$ cat src/rtl/scirc_share_arb.sv
// scirc_share_arb
//   Round-robin sharing of one 2-bit-input scirc datapath between two
//   symbol requesters. Each burst owner gets a freshly reset datapath,
//   and every y result comes back tagged with the requester that produced it.
//   Optional feature macro: SCIRC_ARB_BURST_LIMIT_EN (per-burst symbol limit
//   with a sticky err_o on forced termination).
module scirc_share_arb #(
    parameter int SYM_W     = 2,
    parameter int DP_LAT    = 1,
    parameter int CLR_CYC   = 1,
    parameter int MAX_BURST = 16
) (
    input  logic               clk_i,
    input  logic               rst_i,
    input  logic [1:0]         req_valid_i,
    input  logic [1:0]         req_last_i,
    input  logic [2*SYM_W-1:0] req_x_i,
    output logic [1:0]         req_ready_o,
    output logic [SYM_W-1:0]   dp_x_o,
    output logic               dp_ce_o,
    output logic               dp_rst_o,
    input  logic               dp_y_i,
    output logic               y_valid_o,
    output logic               y_o,
    output logic               y_owner_o,
    output logic               busy_o,
    output logic               err_o
);

    localparam logic [1:0] ST_IDLE   = 2'd0;
    localparam logic [1:0] ST_CLEAR  = 2'd1;
    localparam logic [1:0] ST_STREAM = 2'd2;
    localparam logic [1:0] ST_DRAIN  = 2'd3;

    localparam int CLR_W = (CLR_CYC > 1) ? $clog2(CLR_CYC) : 1;

    logic [1:0]       state;
    logic             owner;
    logic             rr_last;
    logic [CLR_W-1:0] clr_cnt;

    logic [DP_LAT:0]  pipe_v;
    logic [DP_LAT:0]  pipe_own;

    logic             grant_idx;
    logic             accept;
    logic             last_in;
    logic [SYM_W-1:0] sym;
    logic             force_last;
    logic             end_burst;
    logic             pipe_empty;

    // Both valid: the requester that did not own the previous burst wins.
    // Otherwise the single valid requester wins (index is simply valid[1]).
    assign grant_idx  = (req_valid_i == 2'b11) ? ~rr_last : req_valid_i[1];

    assign sym        = owner ? req_x_i[2*SYM_W-1:SYM_W] : req_x_i[SYM_W-1:0];
    assign last_in    = req_last_i[owner];
    assign accept     = (state == ST_STREAM) & req_valid_i[owner];
    assign end_burst  = accept & (last_in | force_last);
    assign pipe_empty = ~|pipe_v;

    assign req_ready_o = (state != ST_STREAM) ? 2'b00 :
                         (owner ? 2'b10 : 2'b01);
    // Reset reaches the datapath combinationally so it is cleared the moment
    // rst_i falls, not one edge later.
    assign dp_rst_o    = rst_i & (state != ST_CLEAR);
    assign busy_o      = (state != ST_IDLE);

    // Burst sequencing: grant, clear the datapath, stream, wait for results.
    always_ff @(posedge clk_i or negedge rst_i) begin
        if (!rst_i) begin
            state   <= ST_IDLE;
            owner   <= 1'b0;
            rr_last <= 1'b1;
            clr_cnt <= '0;
        end else begin
            // NOTE: every register here uses <= so all blocks see pre-edge values,
            // which is what keeps accept/pipe/FSM updates consistent in one cycle.
            case (state)
                ST_IDLE: begin
                    if (|req_valid_i) begin
                        owner   <= grant_idx;
                        clr_cnt <= '0;
                        state   <= ST_CLEAR;
                    end
                end
                ST_CLEAR: begin
                    if (clr_cnt == CLR_W'(CLR_CYC - 1)) begin
                        state <= ST_STREAM;
                    end else begin
                        clr_cnt <= clr_cnt + CLR_W'(1);
                    end
                end
                ST_STREAM: begin
                    if (end_burst) begin
                        state <= ST_DRAIN;
                    end
                end
                ST_DRAIN: begin
                    if (pipe_empty) begin
                        rr_last <= owner;
                        state   <= ST_IDLE;
                    end
                end
                default: state <= ST_IDLE;
            endcase
        end
    end

    // Datapath drive: one clock-enable strobe per accepted symbol, x held in gaps.
    always_ff @(posedge clk_i or negedge rst_i) begin
        if (!rst_i) begin
            dp_x_o  <= '0;
            dp_ce_o <= 1'b0;
        end else begin
            dp_ce_o <= accept;
            if (accept) begin
                dp_x_o <= sym;
            end
        end
    end

    // Result tracking: valid/owner tokens walk alongside the datapath latency.
    always_ff @(posedge clk_i or negedge rst_i) begin
        // NOTE: this small pipe is reset on purpose; a reset must drop any
        // in-flight result, so leaving it uninitialised is not an option.
        if (!rst_i) begin
            pipe_v   <= '0;
            pipe_own <= '0;
        end else begin
            pipe_v[0]   <= accept;
            pipe_own[0] <= owner;
            for (int i = 1; i <= DP_LAT; i++) begin
                pipe_v[i]   <= pipe_v[i-1];
                pipe_own[i] <= pipe_own[i-1];
            end
        end
    end

    // Result capture: sample dp_y_i when the token leaves the pipe.
    always_ff @(posedge clk_i or negedge rst_i) begin
        if (!rst_i) begin
            y_valid_o <= 1'b0;
            y_o       <= 1'b0;
            y_owner_o <= 1'b0;
        end else begin
            y_valid_o <= pipe_v[DP_LAT];
            if (pipe_v[DP_LAT]) begin
                y_o       <= dp_y_i;
                y_owner_o <= pipe_own[DP_LAT];
            end
        end
    end

`ifdef SCIRC_ARB_BURST_LIMIT_EN
    localparam int CNT_W = $clog2(MAX_BURST + 1);

    logic [CNT_W-1:0] burst_cnt;
    logic             err_q;

    // The MAX_BURST-th symbol without last closes the burst anyway.
    assign force_last = ~last_in & (burst_cnt == CNT_W'(MAX_BURST - 1));
    assign err_o      = err_q;

    // Per-burst accept count and sticky forced-termination flag.
    always_ff @(posedge clk_i or negedge rst_i) begin
        if (!rst_i) begin
            burst_cnt <= '0;
            err_q     <= 1'b0;
        end else begin
            if (state == ST_CLEAR) begin
                burst_cnt <= '0;
            end else if (accept) begin
                burst_cnt <= burst_cnt + CNT_W'(1);
            end
            if (accept & force_last) begin
                err_q <= 1'b1;
            end
        end
    end
`else
    assign force_last = 1'b0;
    // Bursts are unbounded here; MAX_BURST is always positive, so err_o is a constant 0.
    assign err_o      = (MAX_BURST < 0);
`endif

endmodule

$ cat config.mk
export PLATFORM = sky130hd
export DESIGN_NAME = scirc_share_arb
export DESIGN_NICKNAME = d
export VERILOG_FILES = /design/src/rtl/scirc_share_arb.sv
export SDC_FILE = /design/constraint.sdc
export NUM_CORES = 1
export LEC_CHECK = 0
export ABC_AREA = 1
export BUFFER_PORTS_ARGS = -buffer_cell sky130_fd_sc_hd__buf_2
export CAP_MARGIN = 20
export CORE_MARGIN = 2
export CORE_UTILIZATION = 45
export DETAILED_ROUTE_END_ITERATION = 16
export PLACE_DENSITY = 0.68
export SLEW_MARGIN = 40
export SYNTH_ARGS = -nofsm -noshare
export SYNTH_HDL_FRONTEND = slang
export SYNTH_SLANG_ARGS = --single-unit
$ cat constraint.sdc
create_clock -name clk_i -period 1.6 [get_ports clk_i]
set_input_delay 0.48 -clock clk_i [delete_from_list [all_inputs] [get_ports clk_i]]
set_output_delay 0.48 -clock clk_i [all_outputs]
set_load 0.02 [all_outputs]
==> impl_results.md, run 1 <==
* Via/cell ratio at 5.025
* CTS HTree Levels at 1
* Slew Limit Fails at 0
* Post-Syn Area at 660.6 um2
* Final Skew at 3.625 ps
* Final-report hold violation count at 0
* PwrDens at 2106 nW/um2
* Tmin final at 1724 ps
* Post-synth top cells: nand2_1 (19), dfrtp_1 (12), inv_1 (7), nor2_1 (6), ha_1 (5)
* Synth unique cells at 21
* Fmax at 0.5799 GHz
* Flop and latch count out of synthesis at 13
* Synth warnings at 0
* Status: finished with violations
* Number of synthesized flops with an enable pin at 0
* Global-route wire length before repair at 2277 um
* Placed inst area at 775.7 um2
* Antenna Nets Post-Route at 0
* CP max FO at 3
* Area of the multi-input gates at 326.6 um2
* Layout cells sized above 1 at 54.21%
* Setup CP Type: reg2out
* Clock transition at path regs at 80 ps
* CP endpoint kind: primary output
* Post-Syn Nets at 88
* Lkg Pwr at 0.0005014 uW
* Most frequent cell after synthesis: nand2_1
* Crit path arrival time at 1240 ps
* Grt ovf at 0
* Clock Sinks at 13
* WP data required at 1120 ps
* Vias in the first global route at 557
* Core Area at 1334 um2
* Worst R2R Start: state[0]$_DFFE_PN0P_
* Total of max-cap violations at 0
* Worst Reg2Reg Path Length in Cells at 11
* Setup ws final at -124.3 ps
* Avg WL per Cell at 12.81 um
* Largest family of logic cells by synthesized area: simple AND/OR/NAND/NOR gates
* Max IR drop VDD at 1195 uV
* Worst-Skew Late Latency at 270 ps
* Largest net degree at the start of global routing at 14
* Buffers on Ports at 20
* Post-Synthesis Cells at 72
* Area growth from synthesis to layout at 44.51%
* Cell Rows at 13
* FF-to-FF setup slack at 100 ps
* Period utilization at 107.8%
* CP startpoint kind: register
* GPL Wtd Cong at 0.7101
* Global Route Usage Sum at 17.10%
* I/O Pins at 22
* CTS Buf Count at 3
* Post-synthesis area per instance at 9.175 um2
* Antenna diodes at 0
* Setup Viol. Count Final at 4
* Nets at 124
* Final Cell Area at 954.7 um2
* Router iterations before antenna repair at 4
* Main flop type after synthesis: dfrtp_1
* Ys async rst share at 100.0%
* Maximum clock path buffer count at 2
* Unrepaired setup endpoints after global routing: yes
* Mux contribution to synthesized area at 0%
* Initial antenna violation count at 0
* Post-Synth Simple-Gate Area at 26.70%
* Register area at 327.8 um2
* Root Buffer: clkbuf_4
* Die footprint at 1791 um2
* FILL cells at 101
* Die height at 42.32 um
* Share of the synthesized area in the top cell type at 45.45%
* Post-synthesis sequential area ratio at 49.43%
* Placed wire-length estimate at 894 um
* Final Util at 71.58%
* Total Wirelength at 1563 um
* Initial Util at 49.53%
* FF-to-FF End: state[1]$_DFFE_PN0P_
* Die X at 42.32 um
* Yosys top cell by area: dfrtp_1
* CTS tree: yes
* Failing checks: setup timing
* DRC violations left at 0
* Synth Area in Compound Gates at 5.871%
* Synthesized-area fraction occupied by adder cells at 9.470%
* 1st-iter DRT viols at 18
* Hold Path Class: in2async
* DR vias at 613
* Dominant cells by area after synthesis: dfrtp_1 (45%), nand2_1 (11%), ha_1 (9.5%)
* Post-synthesis xor/xnor area fraction at 0%
[cells by family after synthesis]
logic type | Yosys count
other cells | 1
fa+ha+maj | 5
buf+inv | 11
compound gates | 6
simple gates | 36
flops | 13
[cell type report]
cell class / count / share of cell area, %
clock buffers: 4 / 2.752
inverters: 9 / 3.801
multi-input cells: 48 / 34.21
flip-flops and latches: 13 / 34.34
well taps: 15 / 1.966
repair buffers: 33 / 22.94
[how the worst max path moves through the flow]
stage	startpoint	to	slack, ps
2_1_floorplan	state[0]$_DFFE_PN0P_	req_ready_o[0]	20
3_3_place_gp	state[0]$_DFFE_PN0P_	state[0]$_DFFE_PN0P_	140
3_5_place_dp	state[0]$_DFFE_PN0P_	state[1]$_DFFE_PN0P_	90
4_1_cts	state[1]$_DFFE_PN0P_	busy_o	-70
5_1_grt	state[0]$_DFFE_PN0P_	busy_o	-160
6_report	state[0]$_DFFE_PN0P_	busy_o	-120
[metal layers]
metal  share of wire, %  global-route usage (%)  vias up
met2                 51                   27.69       33
met4                4.4                   13.13        0
met3                6.0                   1.724        6
met1                 39                   20.54      284
li1                   -                       -      290
met5                  0                       0        -
[flip-flops by register name, indices dropped and copies added (netlist names)]
signal     cells
y_valid_o      1
dp_x_o         2
pipe_own       2
state          2
pipe_v         2
rr_last        1
y_o            1
owner          1
y_owner_o      1
[cells in the final DEF, fill, tap and decap left out, types with 3 or more instances in the layout]
| cell type | instances |
|---|---|
| buf_2 | 16 |
| inv_1 | 3 |
| clkbuf_4 | 3 |
| nand2_2 | 4 |
| dfrtp_1 | 11 |
| nand2_1 | 18 |
| buf_6 | 3 |
| buf_4 | 14 |
| inv_2 | 5 |
| a31oi_1 | 3 |
| nor2_1 | 4 |
[report_power, final]
group	leakage, uW	total (uW)	internal, uW	switching [uW]
Clock	0.0000150	195	96.3	99.1
Sequential	0.000158	633	495	138
Combinational	0.000328	1180	547	636
[stage by stage]
| stage | instances | setup TNS, ps | power (uW) | setup WS, ps | hold WS [ps] |
|---|---|---|---|---|---|
| after floorplan | 72 | 0 | 1190 | 24.90 | 184.4 |
| after global placement | 107 | 0 | 1386 | 140.8 | 333.3 |
| after detailed placement | 107 | 0 | 1410 | 91.60 | 334.7 |
| after CTS | 116 | -237.3 | 1761 | -66.11 | 137.2 |
| after global routing | 122 | -542.4 | 2171 | -159.2 | 139.2 |
| final | 122 | -348.0 | 2011 | -124.3 | 141.4 |
[critical path, cell delays in order (launching register included)]
cell and delay (ps):
dfrtp_1 410, inv_2 80, buf_4 150, ha_4 150, inv_2 70, buf_6 110
[repair_timing]
item / 4_1_cts / 5_1_grt
pin swaps: 2 / 3
endpoints found under the hold margin: 0 / 0
buffers inserted: 5 / 6
gates resized for setup: 11 / 12
endpoints found under the setup margin: 4 / 6
hold buffers: 0 / 0
No activity file was read; power rests on OpenSTA's default activity.
==> run 2, diff against run 1 <==
--- a/config.mk
+++ b/config.mk
@@ -7,7 +7,7 @@
 export LEC_CHECK = 0
 export ABC_AREA = 1
 export BUFFER_PORTS_ARGS = -buffer_cell sky130_fd_sc_hd__buf_2
-export CAP_MARGIN = 20
+export CAP_MARGIN = 5
 export CORE_MARGIN = 2
 export CORE_UTILIZATION = 45
 export DETAILED_ROUTE_END_ITERATION = 16
==> constraint.sdc (replaced) <==
create_clock -name clk_i -period 1.74 [get_ports clk_i]
set_input_delay 0.522 -clock clk_i [delete_from_list [all_inputs] [get_ports clk_i]]
set_output_delay 0.522 -clock clk_i [all_outputs]
set_load 0.02 [all_outputs]
==> impl_results.md, run 2 (synthesis results as in run 1) <==
* Setup CP Type: reg2out
* Total Wirelength at 1356 um (-13%)
* Core Area at 1334 um2 (unchanged)
* CP endpoint kind: primary output
* Worst Reg2Reg Path Length in Cells at 7 (-4)
* DR vias at 554 (-9.6%)
* Die height at 42.32 um (unchanged)
* Final Skew at 8.282 ps (+4.657 ps)
* Failing checks: setup timing
* FF-to-FF setup slack at 270 ps (+170 ps)
* Antenna Nets Post-Route at 0 (unchanged)
* 1st-iter DRT viols at 7 (-11)
* Max IR drop VDD at 1034 uV (-13%)
* Global Route Usage Sum at 14.95% (-2.1 points)
* Cell mode on critical path: inv_2
* Global-route wire length before repair at 2007 um (-12%)
* Top delay family on crit path: flip-flops
* GPL Wtd Cong at 0.7184 (+1.2%)
* CTS HTree Levels at 1 (unchanged)
* Pre-CTS setup slack at 222.7 ps (+131.1 ps)
* Fmax at 0.5731 GHz
* Avg WL per Cell at 12.00 um (-6.3%)
* Vias in the first global route at 503 (-9.7%)
* Area growth from synthesis to layout at 30.11%
* Maximum clock path buffer count at 2 (unchanged)
* Worst-Skew Late Latency at 270 ps (about the same)
* CTS Buf Count at 3 (unchanged)
* Grt ovf at 0 (unchanged)
* Antenna diodes at 0 (unchanged)
* FILL cells at 118 (+17%)
* PwrDens at 1882 nW/um2 (-11%)
* I/O Pins at 22 (unchanged)
* Die footprint at 1791 um2 (unchanged)
* Placed wire-length estimate at 906.3 um (+1.4%)
* Power, Total at 1617 uW (-20%)
* Cell Rows at 13 (unchanged)
* CTS tree: yes
* Commonest cells after routing, fill and taps aside: nand2_1 (18), buf_2 (17), dfrtp_1 (11)
* CP startpoint kind: register
* Slowest stage cell, crit path: dfrtp_2
* FF-to-FF End: state[0]$_DFFE_PN0P_
* Layout cells sized above 1 at 47.96% (-6.2 points)
* Crit-path max cell delay at 460 ps (+50 ps)
* Total of max-cap violations at 0 (unchanged)
* Hold Path Class: in2async
* WP data required at 1220 ps (+100 ps)
* Clock transition at path regs at 80 ps (about the same)
* Period utilization at 100.3%
* Root Buffer: clkbuf_4
* Tmin final at 1745 ps
* Largest net degree at the start of global routing at 14 (unchanged)
* Final-report hold violation count at 0 (unchanged)
* Worst R2R Start: state[1]$_DFFE_PN0P_
* Die X at 42.32 um (unchanged)
* Placed cells at 107 (unchanged)
* Status: finished with violations
* Via/cell ratio at 4.903 (-2.4%)
* WHS at 171.1 ps (+29.68 ps)
* CP cell instances: inv_2, ha_2, inv_2, buf_2
* Initial Util at 49.53% (unchanged)
* Setup ws final at -5.050 ps (+119.3 ps)
* Slew Limit Fails at 0 (unchanged)
* WP buf/inv at 3 (-1)
* Clock Sinks at 13 (unchanged)
* Post-route insts no fill at 113 (-7.4%)
* Setup Viol. Count Final at 1 (-3)
* Most common cell after layout, fill and taps aside: nand2_1
* Initial antenna violation count at 0 (unchanged)
* CP max FO at 4 (+1)
* Lkg Pwr at 0.0004533 uW (-9.6%)
* DRC violations left at 0 (unchanged)
* Unrepaired setup endpoints after global routing: yes
* Setup TNS at -5.050 ps (+343.0 ps)
* Hold_buf cts at 0 (unchanged)
* Nets at 115 (-7.3%)
* Crit path arrival time at 1220 ps (-20 ps)
* Buffers on Ports at 20 (unchanged)
* Router iterations before antenna repair at 4 (unchanged)
==> run 2: per-layer routing <==
metal	track usage (%)	vias up	wire, um
li1	-	274	-
met1	17.84	251	564
met2	24.62	23	671
met3	0	6	56
met4	13.13	0	63
met5	0	-	0
==> run 2: through the flow <==
step           instance area [um2]  utilization [%]
2_1_floorplan                660.6                -
3_3_place_gp                 775.7            58.16
3_5_place_dp                 775.7            58.16
4_1_cts                      817.0            61.26
5_1_grt                      859.6            64.45
6_report                     859.6            64.45
==> run 2: area by class of cell <==
cell class | count | area (um2) | area share (%)
tap | 15 | 18.77 | 2.183
multi-input combinational | 48 | 304.0 | 35.37
timing repair buffer | 24 | 148.9 | 17.32
sequential | 13 | 327.8 | 38.14
clock buffer | 4 | 26.28 | 3.057
inverter | 9 | 33.78 | 3.930
==> run 2: worst max path at each step <==
stage,slack (ps),endpoint,depth (start not counted),from
3_5_place_dp,220,req_ready_o[0],5,state[0]$_DFFE_PN0P_
5_1_grt,-40,busy_o,4,state[1]$_DFFE_PN0P_
4_1_cts,-10,req_ready_o[0],5,state[0]$_DFFE_PN0P_
3_3_place_gp,260,req_ready_o[0],5,state[0]$_DFFE_PN0P_
2_1_floorplan,120,req_ready_o[0],4,state[0]$_DFFE_PN0P_
6_report,-5,busy_o,4,state[1]$_DFFE_PN0P_
==> run 2: what timing repair did <==
| action | in CTS | in global routing |
|---|---|---|
| pin swaps | 0 | 2 |
| cloned | 0 | 0 |
| setup buffers | 1 | 1 |
| setup endpoints to repair | 3 | 4 |
| gates resized for setup | 4 | 13 |
==> run 2: power breakdown <==
| part | switching, uW | internal, uW | total, uW | leakage, uW |
|---|---|---|---|---|
| combinational | 501 | 357 | 858 | 0.000280 |
| clock | 93.9 | 88.7 | 183 | 0.0000150 |
| sequential | 122 | 455 | 577 | 0.000158 |
==> run 3, diff against run 2 <==
--- a/config.mk
+++ b/config.mk
@@ -11,7 +11,7 @@
 export CORE_MARGIN = 2
 export CORE_UTILIZATION = 45
 export DETAILED_ROUTE_END_ITERATION = 16
-export PLACE_DENSITY = 0.68
+export PLACE_DENSITY_LB_ADDON = 0.25
 export SLEW_MARGIN = 40
 export SYNTH_ARGS = -nofsm -noshare
 export SYNTH_HDL_FRONTEND = slang
==> constraint.sdc (replaced) <==
create_clock -name clk_i -period 2.12 [get_ports clk_i]
set_input_delay 0.636 -clock clk_i [delete_from_list [all_inputs] [get_ports clk_i]]
set_output_delay 0.636 -clock clk_i [all_outputs]
set_load 0.02 [all_outputs]
==> impl_results.md, run 3 (synthesis results as in run 1) <==
* Status: finished, final reports clean
* Total Wirelength at 1127 um (-17%)
* Core Area at 1334 um2 (unchanged)
* Max IR drop VDD at 663.7 uV (-36%)
* CTS Buf Count at 3 (unchanged)
* Worst-Skew Late Latency at 270 ps (about the same)
* Placed wire-length estimate at 891.3 um (-1.7%)
* PwrDens at 1481 nW/um2 (-21%)
* CTS HTree Levels at 1 (unchanged)
* Antenna Nets Post-Route at 0 (unchanged)
* DRC violations left at 0 (unchanged)
* Final Skew at 2.141 ps (-6.141 ps)
* Grt ovf at 0 (unchanged)
* CP endpoint kind: primary output
* Period utilization at 94.72%
* GPL Wtd Cong at 0.7068 (-1.6%)
* Avg WL per Cell at 10.25 um (-15%)
* Maximum clock path buffer count at 2 (unchanged)
* CTS tree: yes
* Die height at 42.32 um (unchanged)
* Setup Viol. Count Final at 0 (-1)
* WP data required at 1480 ps (+260 ps)
* Initial antenna violation count at 0 (unchanged)
* Register area at 326.6 um2 (-0.38%)
* Clock transition at path regs at 70 ps (about the same)
* Final-report hold violation count at 0 (unchanged)
* Router iterations before antenna repair at 4 (unchanged)
* Tmin final at 2008 ps
* I/O Pins at 22 (unchanged)
* Unrepaired setup endpoints after global routing: no
* Global-route wire length before repair at 2021 um (+0.70%)
* CP startpoint kind: register
* Initial Util at 49.53% (unchanged)
* Cell Rows at 13 (unchanged)
* Die X at 42.32 um (unchanged)
* Buffers on Ports at 20 (unchanged)
* 1st-iter DRT viols at 6 (-1)
* Die footprint at 1791 um2 (unchanged)
* Lkg Pwr at 0.0004400 uW (-2.9%)
* DR vias at 519 (-6.3%)
* Layout cells sized above 1 at 36.84% (-11 points)
* FILL cells at 134 (+14%)
* CP max FO at 6 (+2)
* Final Util at 59.76% (-4.7 points)
* Antenna diodes at 0 (unchanged)
* Fmax at 0.4980 GHz
* Setup TNS at 0 ps (+5.050 ps)
* Area growth from synthesis to layout at 20.64%
* Global Route Usage Sum at 15.17% (+0.22 points)
* Final Cell Area at 797.0 um2 (-7.3%)
* Vias in the first global route at 473 (-6.0%)
* Slew Limit Fails at 0 (unchanged)
* Commonest cells after routing, fill and taps aside: buf_2 (20), nand2_1 (19), dfrtp_1 (12)
* Clock Sinks at 13 (unchanged)
* Nets at 112 (-2.6%)
* Post-CTS setup buffer count at 0 (-1)
* Worst R2R Start: state[0]$_DFFE_PN0P_
* Worst Reg2Reg Path Length in Cells at 9 (+2)
* Power, Total at 1181 uW (-27%)
* Most common cell after layout, fill and taps aside: buf_2
* Placed inst area at 768.2 um2 (-0.97%)
* Area of the multi-input gates at 284.0 um2 (-6.6%)
* Hold Path Class: in2async
* Via/cell ratio at 4.718 (-3.8%)
* Total of max-cap violations at 0 (unchanged)
* Crit path arrival time at 1370 ps (+150 ps)
* Setup CP Type: reg2out
* Crit path from: state[0]$_DFFE_PN0P_
* WHS at 294.7 ps (+123.6 ps)
* Root Buffer: clkbuf_4
* Largest net degree at the start of global routing at 14 (unchanged)
[run 3: routing by layer]
metal  track usage, %  up-vias  share of wire (%)
li1                 -      269                  -
met1            20.98      229                 49
met2            20.92       19                 44
met3            3.879        2                4.7
met4            9.375        0                1.7
met5                0        -                  0
[run 3: cell type report]
class	count	area share [%]
inverter	9	4.239
sequential	13	40.97
tap	15	2.355
clock buffer	4	3.297
multi-input combinational	48	35.64
timing repair buffer	21	13.50
[run 3: repair_timing]
item / CTS / global route
setup endpoints to repair: 0 / 2
gates resized for setup: 0 / 1
hold endpoints to repair: 0 / 0
hold buffers: 0 / 0
[run 3: power breakdown]
group	internal, uW	leakage, uW	switching [uW]	total (uW)
sequential	372	0.000159	86.3	458
combinational	217	0.000266	359	576
clock	72.8	0.0000150	74.0	147
[run 3: metrics by stage]
stage | setup slack (ps) | std cells
finish | 111.8 | 110
global route | 17.43 | 110
CTS | 26.04 | 110
detailed placement | 341.4 | 106
global placement | 399.6 | 106
floorplan | 388.9 | 72
[run 3: worst max-delay path, stage by stage, from the launching register on]
cell and delay, ps:
dfrtp_1 420, inv_1 120, ha_2 260, inv_1 60
nor2_1 80, buf_2 170
[run 3: final timing paths]
path / endpoint / slack, ps
max in group asynchronous: rr_last$_DFFE_PN1P_ / 1600
min: state[1]$_DFFE_PN0P_ / 290
min in group clk_i: pipe_own[1]$_DFF_PN0_ / 350
max reg2reg: state[0]$_DFFE_PN0P_ / 700
max: req_ready_o[0] / 110
min reg2reg: pipe_own[1]$_DFF_PN0_ / 350
